$ cat config.mk
export PLATFORM = sky130hd
export DESIGN_NAME = cell_sweep_ctrl
export DESIGN_NICKNAME = d
export VERILOG_FILES = /design/src/rtl/cell_sweep_ctrl.sv
export SDC_FILE = /design/constraint.sdc
export NUM_CORES = 1
export LEC_CHECK = 0
export CORE_ASPECT_RATIO = 0.7
export CORE_MARGIN = 2
export CORE_UTILIZATION = 38
export CTS_CLUSTER_DIAMETER = 120
export DETAILED_ROUTE_END_ITERATION = 8
export GPL_TIMING_DRIVEN = 0
export PLACE_DENSITY = 0.72
export REMOVE_ABC_BUFFERS = 1
export SYNTH_ARGS = -nofsm -noshare
export SYNTH_HDL_FRONTEND = slang
export SYNTH_SLANG_ARGS = --single-unit
$ cat constraint.sdc
create_clock -name clk -period 2.1 [get_ports clk]
set_input_delay 0.63 -clock clk [delete_from_list [all_inputs] [get_ports clk]]
set_output_delay 0.63 -clock clk [all_outputs]
set_load 0.05 [all_outputs]
$ cat src/rtl/cell_sweep_ctrl.sv
// Gray-code stimulus sequencer for the standard-cell test block.
// It compacts each sampled response into a 32-bit MISR and compares the final signature with GOLDEN.
module cell_sweep_ctrl #(
  parameter int          IN_W   = 6,
  parameter int          OUT_W  = 73,
  parameter int          SETTLE = 2,
  parameter int          PASSES = 2,
  parameter logic [31:0] SEED   = 32'hFFFFFFFF,
  parameter logic [31:0] GOLDEN = 32'h00000000,
  localparam int         PW     = $clog2(PASSES + 1)
) (
  input  logic             clk,
  input  logic             rst,
  input  logic             start,
  input  logic             abort,
  output logic [IN_W-1:0]  stim,
  input  logic [OUT_W-1:0] resp,
  output logic             busy,
  output logic             done,
  output logic             pass,
  output logic [31:0]      signature,
  output logic [IN_W-1:0]  step_idx,
  output logic [PW-1:0]    pass_idx,
  output logic [2:0]       dbg_state
);

  typedef enum logic [2:0] {
    S_IDLE   = 3'd0,
    S_DRIVE  = 3'd1,
    S_SETTLE = 3'd2,
    S_SAMPLE = 3'd3,
    S_DONE   = 3'd4
  } state_t;

  localparam int              CW        = $clog2(SETTLE + 2);
  localparam logic [IN_W-1:0] LAST_STEP = '1;
  localparam logic [PW-1:0]   LAST_PASS = PW'(PASSES - 1);

  state_t          state, state_next;
  logic [CW-1:0]   cnt;
  logic            launch;
  logic            last_step;
  logic [95:0]     resp_ext;
  logic [31:0]     fold;
  logic [31:0]     misr_next;

  // start and abort are levels, not handshakes.
  // start is honoured only in IDLE or DONE, and abort overrides start in the same cycle.
  assign launch    = start && !abort && (state == S_IDLE || state == S_DONE);
  assign last_step = (step_idx == LAST_STEP) && (pass_idx == LAST_PASS);
  assign pass      = done && (signature == GOLDEN);
  assign dbg_state = state;

  always_comb begin
    resp_ext              = '0;
    resp_ext[OUT_W-1:0]   = resp;
    fold                  = resp_ext[31:0] ^ resp_ext[63:32] ^ resp_ext[95:64];
    misr_next             = {signature[30:0], 1'b0} ^ (signature[31] ? 32'h04C11DB7 : 32'h0) ^ fold;
  end

  always_comb begin
    state_next = state;
    case (state)
      S_IDLE, S_DONE: if (launch) state_next = S_DRIVE;
      S_DRIVE:        state_next = (SETTLE == 0) ? S_SAMPLE : S_SETTLE;
      S_SETTLE:       if (cnt == CW'(SETTLE - 1)) state_next = S_SAMPLE;
      S_SAMPLE:       state_next = last_step ? S_DONE : S_DRIVE;
      default:        state_next = S_IDLE;
    endcase
    if (abort) state_next = S_IDLE;
  end

  always_ff @(posedge clk) begin
    if (rst) begin
      state     <= S_IDLE;
      stim      <= '0;
      busy      <= 1'b0;
      done      <= 1'b0;
      signature <= SEED;
      step_idx  <= '0;
      pass_idx  <= '0;
      cnt       <= '0;
    end else begin
      state <= state_next;
      if (abort) begin
        // An aborted run leaves the partial signature visible for debug.
        if (state != S_IDLE) begin
          stim     <= '0;
          busy     <= 1'b0;
          done     <= 1'b0;
          step_idx <= '0;
          pass_idx <= '0;
        end
      end else begin
        case (state)
          S_IDLE, S_DONE: begin
            if (start) begin
              busy      <= 1'b1;
              done      <= 1'b0;
              signature <= SEED;
              step_idx  <= '0;
              pass_idx  <= '0;
            end
          end
          S_DRIVE: begin
            stim <= step_idx ^ (step_idx >> 1);
            cnt  <= '0;
          end
          S_SETTLE: cnt <= cnt + 1'b1;
          S_SAMPLE: begin
            signature <= misr_next;
            step_idx  <= step_idx + 1'b1;
            if (step_idx == LAST_STEP) pass_idx <= pass_idx + 1'b1;
            if (last_step) begin
              busy <= 1'b0;
              done <= 1'b1;
            end
          end
          default: ;
        endcase
      end
    end
  end

endmodule

## Yosys cells after proc, flatten, opt, wreduce, memory -nomap -nowiden

Index checks and enable logic that the tools add are counted.
W data, S select, Z words.

| storage, ports and cells | value |
|---|---|
| bits in registers | 53 |
| input bits | 77 |
| output and inout port bits | 52 |
| word-level logic and storage cells | 81 |

| cells by class | value |
|---|---|
| add/sub/neg operators | 3 |
| eq/ne operators | 14 |
| multiplexer cells | 28 |
| bitwise gates (word level) | 6 |
| reduce and logical (&&, ||, !) cells | 22 |

Operators with widths:

| operator | number |
|---|---|
| $pmux W32 S2 | 1 |
| $xor A32 B32 Y32 | 2 |
| $logic_not A32 Y1 | 1 |
| $mux W32 | 1 |
| $xor A32 B27 Y32 | 1 |
| $xor A32 B9 Y32 | 1 |
| $mux W6 | 5 |
| $mux W27 | 1 |
| $pmux W3 S4 | 1 |
| $pmux W6 S2 | 1 |
| $mux W3 | 3 |
| $ne A3 B3 Y1 const B | 3 |
| $mux W2 | 4 |
| $pmux W2 S2 | 2 |
| $reduce_and A4 Y1 | 2 |
| $mux W1 | 7 |
| $add A6 B1 Y6 const B | 1 |
| $eq A3 B2 Y1 const B | 2 |
| $eq A6 B6 Y1 const B | 1 |
| $ne A2 B2 Y1 const B | 3 |
| $reduce_and A2 Y1 | 3 |
| $reduce_and A3 Y1 | 2 |
| $reduce_bool A2 Y1 | 3 |
| $reduce_bool A3 Y1 | 2 |
| 13 further kinds | 20 |

## Longest topological paths before layout

| depth | value |
|---|---|
| depth after elaboration | 5 |
| mapped depth | 6 |
| mapped depth without buffers | 6 |

## Worst setup path before layout

No wires, ideal clock.

| timing path | value |
|---|---|
| kind | register to output |
| start | register signature[31] |
| end | output pass |
| data arrival time | 2.417 ns |
| data required time | 1.470 ns |
| setup slack | -0.947 ns |
| cell stages (with the launch flop) | 6 |
| path buffers | 2 |
| cells stage by stage | dfxtp_1 > buf_2 > buf_2 > nor4b_1 > nand4_1 > nor3_1 |

| on the way | value |
|---|---|
| cells in the longest elaborated chain, start to end | 2 |

Ends and longest elaborated chain:

| what | line | text |
|---|---|---|
| start, declared | 21 | `output logic [31:0] signature,` |
| start signal, assigned | 111 | `signature <= misr_next;` |
| $logic_not A32 Y1 | 51 | `assign pass = done && (signature == GOLDEN);` |
| $logic_and A1 B1 Y1 | 51 |  |
| end, declared | 20 | `output logic pass,` |

No other way between the ends.

## Worst setup path after layout

| timing path | value |
|---|---|
| start | register signature[16] |
| end | output pass |

The elaborated chain is that of the path after synthesis.

==> results.tsv <==
stage	metric	value	unit
worst_hold_path	hp-class	reg -> reg	
global_route	gr-usage-all-layers	20.0	%
die	die-height	77.8	um
clock_network	worstSkewPairLatency	0.30	ns
detailed_routing	first_pass_iters	4	
detailed_routing	initialDrtViolationCount	137	
place	gp_congestion	0.796	
yosys	synth_async_sr_flop_share	0	%
cells_and_area	multiInputGateArea	0.00191	sq mm
cells_and_area	antennaDiodeCount	0	
timing	slew_headroom	51.6	%
clock_network	h-tree-depth	2	
timing	period_needed	2.20	ns
cells_and_area	stdcell_area	0.00453	sq mm
critical_path	cp.required	1.47	ns
place	io_buffers	128	
power_and_ir_drop	p_leak	1.67	nW
cells_and_area	syn_to_final_growth	53.4	%
timing	slew_violations	0	
yosys	synth_flop_cell	dfxtp_1	
cells_and_area	nNetsFinal	546	
timing	finClkSkew	0.00409	ns
clock_network	cts_buffer_depth	2	
critical_path	criticalPathCategory	reg -> out	
timing	final-hold-violation-count	0	
critical_path	path_depth	4	
cells_and_area	drive_gt1_share	10.8	%
timing	fin_tns_setup	-0.0952	ns
critical_path	path_buf_inv	1	
detailed_routing	drc	0	
critical_path	critPathTopFamily	simple AND/OR/NAND/NOR gates	
critical_path	worstPathCellList	nor4_4 -> nand4_1 -> nor3_2 -> buf_6	
yosys	synth_top_area_share	35.9	%
timing	fmax	456	MHz
timing	rsz0062_at_grt	yes	
yosys	synth.avg_cell_area	8.74	sq um
critical_path	r2r_cells	4	
place	dpl.cell_count	544	
detailed_routing	totalWireLength	8.40	mm
die	dieArea	0.00851	sq mm
die	start_util	39.8	%
status	status	finished with violations	
global_route	grt_max_degree	33	
critical_path	worstPathMaxFanout	4	
critical_path	cp-start-kind	flip-flop	
clock_network	cts_buffers	5	
yosys	synth.area.top_cells	dfxtp_1 36%, xnor2_1 21%, o22ai_1 5.5%, nand2_1 5.5%, xor2_1 5.0%	
cells_and_area	area.sequential	0.00108	sq mm
critical_path	cp-startpoint	signature[16]	
die	die_w	109	um
critical_path	ff2ff_setup_slack	0.19	ns
critical_path	max_stage_delay	0.37	ns
status	violations	setup timing	
detailed_routing	via_per_inst	5.10	
global_route	grt_overflow	0	
timing	worst_pin_slew	0.721	ns
power_and_ir_drop	powerDensity	435	mW/mm^2
yosys	syn_area	0.00296	sq mm
place	dpl_cell_area	0.00427	sq mm
die	rows	26	
critical_path	cp-endpoint	pass	
yosys	yosys_warnings	0	
critical_path	end_kind	output port	
timing	setup_violations	1	
yosys	synth_edf_count	0	
yosys	yosysTopAreaCell	dfxtp_1	
yosys	ys_types	43	
global_route	antenna_found_initial	0	
die	fp.coreArea	0.00742	sq mm
critical_path	r2r_end	done	
clock_network	clkTransAtPathRegs	0.09	ns
place	dp_hpwl	5.94	mm
yosys	synth_seq_area_share	35.9	%
critical_path	r2r-start	dbg_state[2]	
timing	whs	0.461	ns
cells_and_area	fin_cells	560	
job	cap_violations	0	
cells_and_area	final_common_cell	clkdlybuf4s50_1	
global_route	grt_pass1_wl	13.6	mm
critical_path	slowest_stage	dfxtp_4	
yosys	syn_inst	338	
die	ios	129	
clock_network	cts_tree	built	
clock_network	cts_sinks	53	
critical_path	worstPathArrival	1.57	ns
detailed_routing	post_drt_wl_per_cell	15.0	um
cells_and_area	fillers	663	
global_route	grt_pass1_vias	2792	
power_and_ir_drop	vdd_ir_drop_max	0.249	mV
timing	setup_ws	-0.0952	ns
detailed_routing	dr_total_vias	2858	
cells_and_area	final_cell_mix	74 x clkdlybuf4s50_1, 70 x xnor2_1, 42 x nand2_1, 42 x dlygate4sd2_1, 41 x dfxtp_1	
timing	fin_crit_sh	105	%
yosys	synth-seq-cells	53	
clock_network	root_buffer	clkbuf_8	
detailed_routing	postRouteAntennaNets	0	
## cell families after synthesis
group | after synthesis | share of synthesized area, %
muxes | 2 | 0.677
DFF | 53 | 35.9
AOI/OAI and AO/OA | 64 | 13.0
and+or+nand+nor | 101 | 17.8
buffers and inverters | 24 | 3.85
adders and majority gates | 7 | 2.96
xor gates and xnor gates | 87 | 25.8
## tightest hold or removal path, stage by stage, from the launching register on
cell,delay (ns)
dfxtp_1,0.32
nand2_1,0.05
a21oi_1,0.05
## where the power goes
group | total [W] | switching (W) | internal, W
clock network | 0.000581 | 0.000319 | 0.000263
registers | 0.00101 | 0.00000614 | 0.00100
logic | 0.000383 | 0.000149 | 0.000234
total | 0.00197 | 0.000474 | 0.00150
## sequential cells by signal, summed over array words and instances, names as in the netlist
signal and flops:
stim 6, dbg_state 3, step_idx 6, signature 32
cnt 2, busy 1, pass_idx 2, done 1
## final cells by class
class,instances,area share (%)
clock buffers,7,1.90
inverters,3,0.331
multi-input cells,261,42.0
flip-flops and latches,53,23.9
well taps,98,2.70
repair buffers,137,29.0
repair inverters,1,0.166
## cells in the mapped netlist, drive strengths merged, types with 7 or more instances
library cell	instances
xnor2	70
dfxtp	53
nand2	43
o22ai	26
a21oi	22
xor2	17
nor3	13
clkbuf	11
buf	10
nor2	8
ha	7
nand3	7
nor4	7
## layer usage
metal	track usage [%]	vias to the layer above	wire, um	part of all wire (%)
met4	3.42	0	66	0.79
met1	27.8	1333	4010	48
li1	-	1426	-	-
met3	3.53	9	508	6.0
met5	0	-	0	0
met2	32.8	90	3810	45
## metrics by stage
step                      setup WS (ns)  power, W  utilization [%]
after floorplan                  -0.828   0.00122                -
final                           -0.0952   0.00197             61.1
after detailed placement          -1.70   0.00142             57.6
after global placement            -2.43   0.00141             57.4
after CTS                        -0.129   0.00199             59.8
after global routing             -0.258   0.00205             61.1
## timing repair
action / in CTS / in global routing
pin swaps: 6 / 9
endpoints found under the setup margin: 90 / 43
hold buffers: 0 / 0
resized for setup: 84 / 21
cloned: 1 / 0
buffers inserted: 3 / 5
## how the worst min path moves through the flow
stage          slack (ns)    start       to  cells after the start
2_1_floorplan        0.44   cnt[1]   cnt[1]                      2
3_3_place_gp         0.44  stim[3]  stim[3]                      2
3_5_place_dp         0.45  stim[5]  stim[5]                      2
4_1_cts              0.46  stim[3]  stim[3]                      2
5_1_grt              0.48  stim[5]  stim[5]                      2
6_report             0.46  stim[4]  stim[4]                      2
Power figures use the tool's default switching activity.
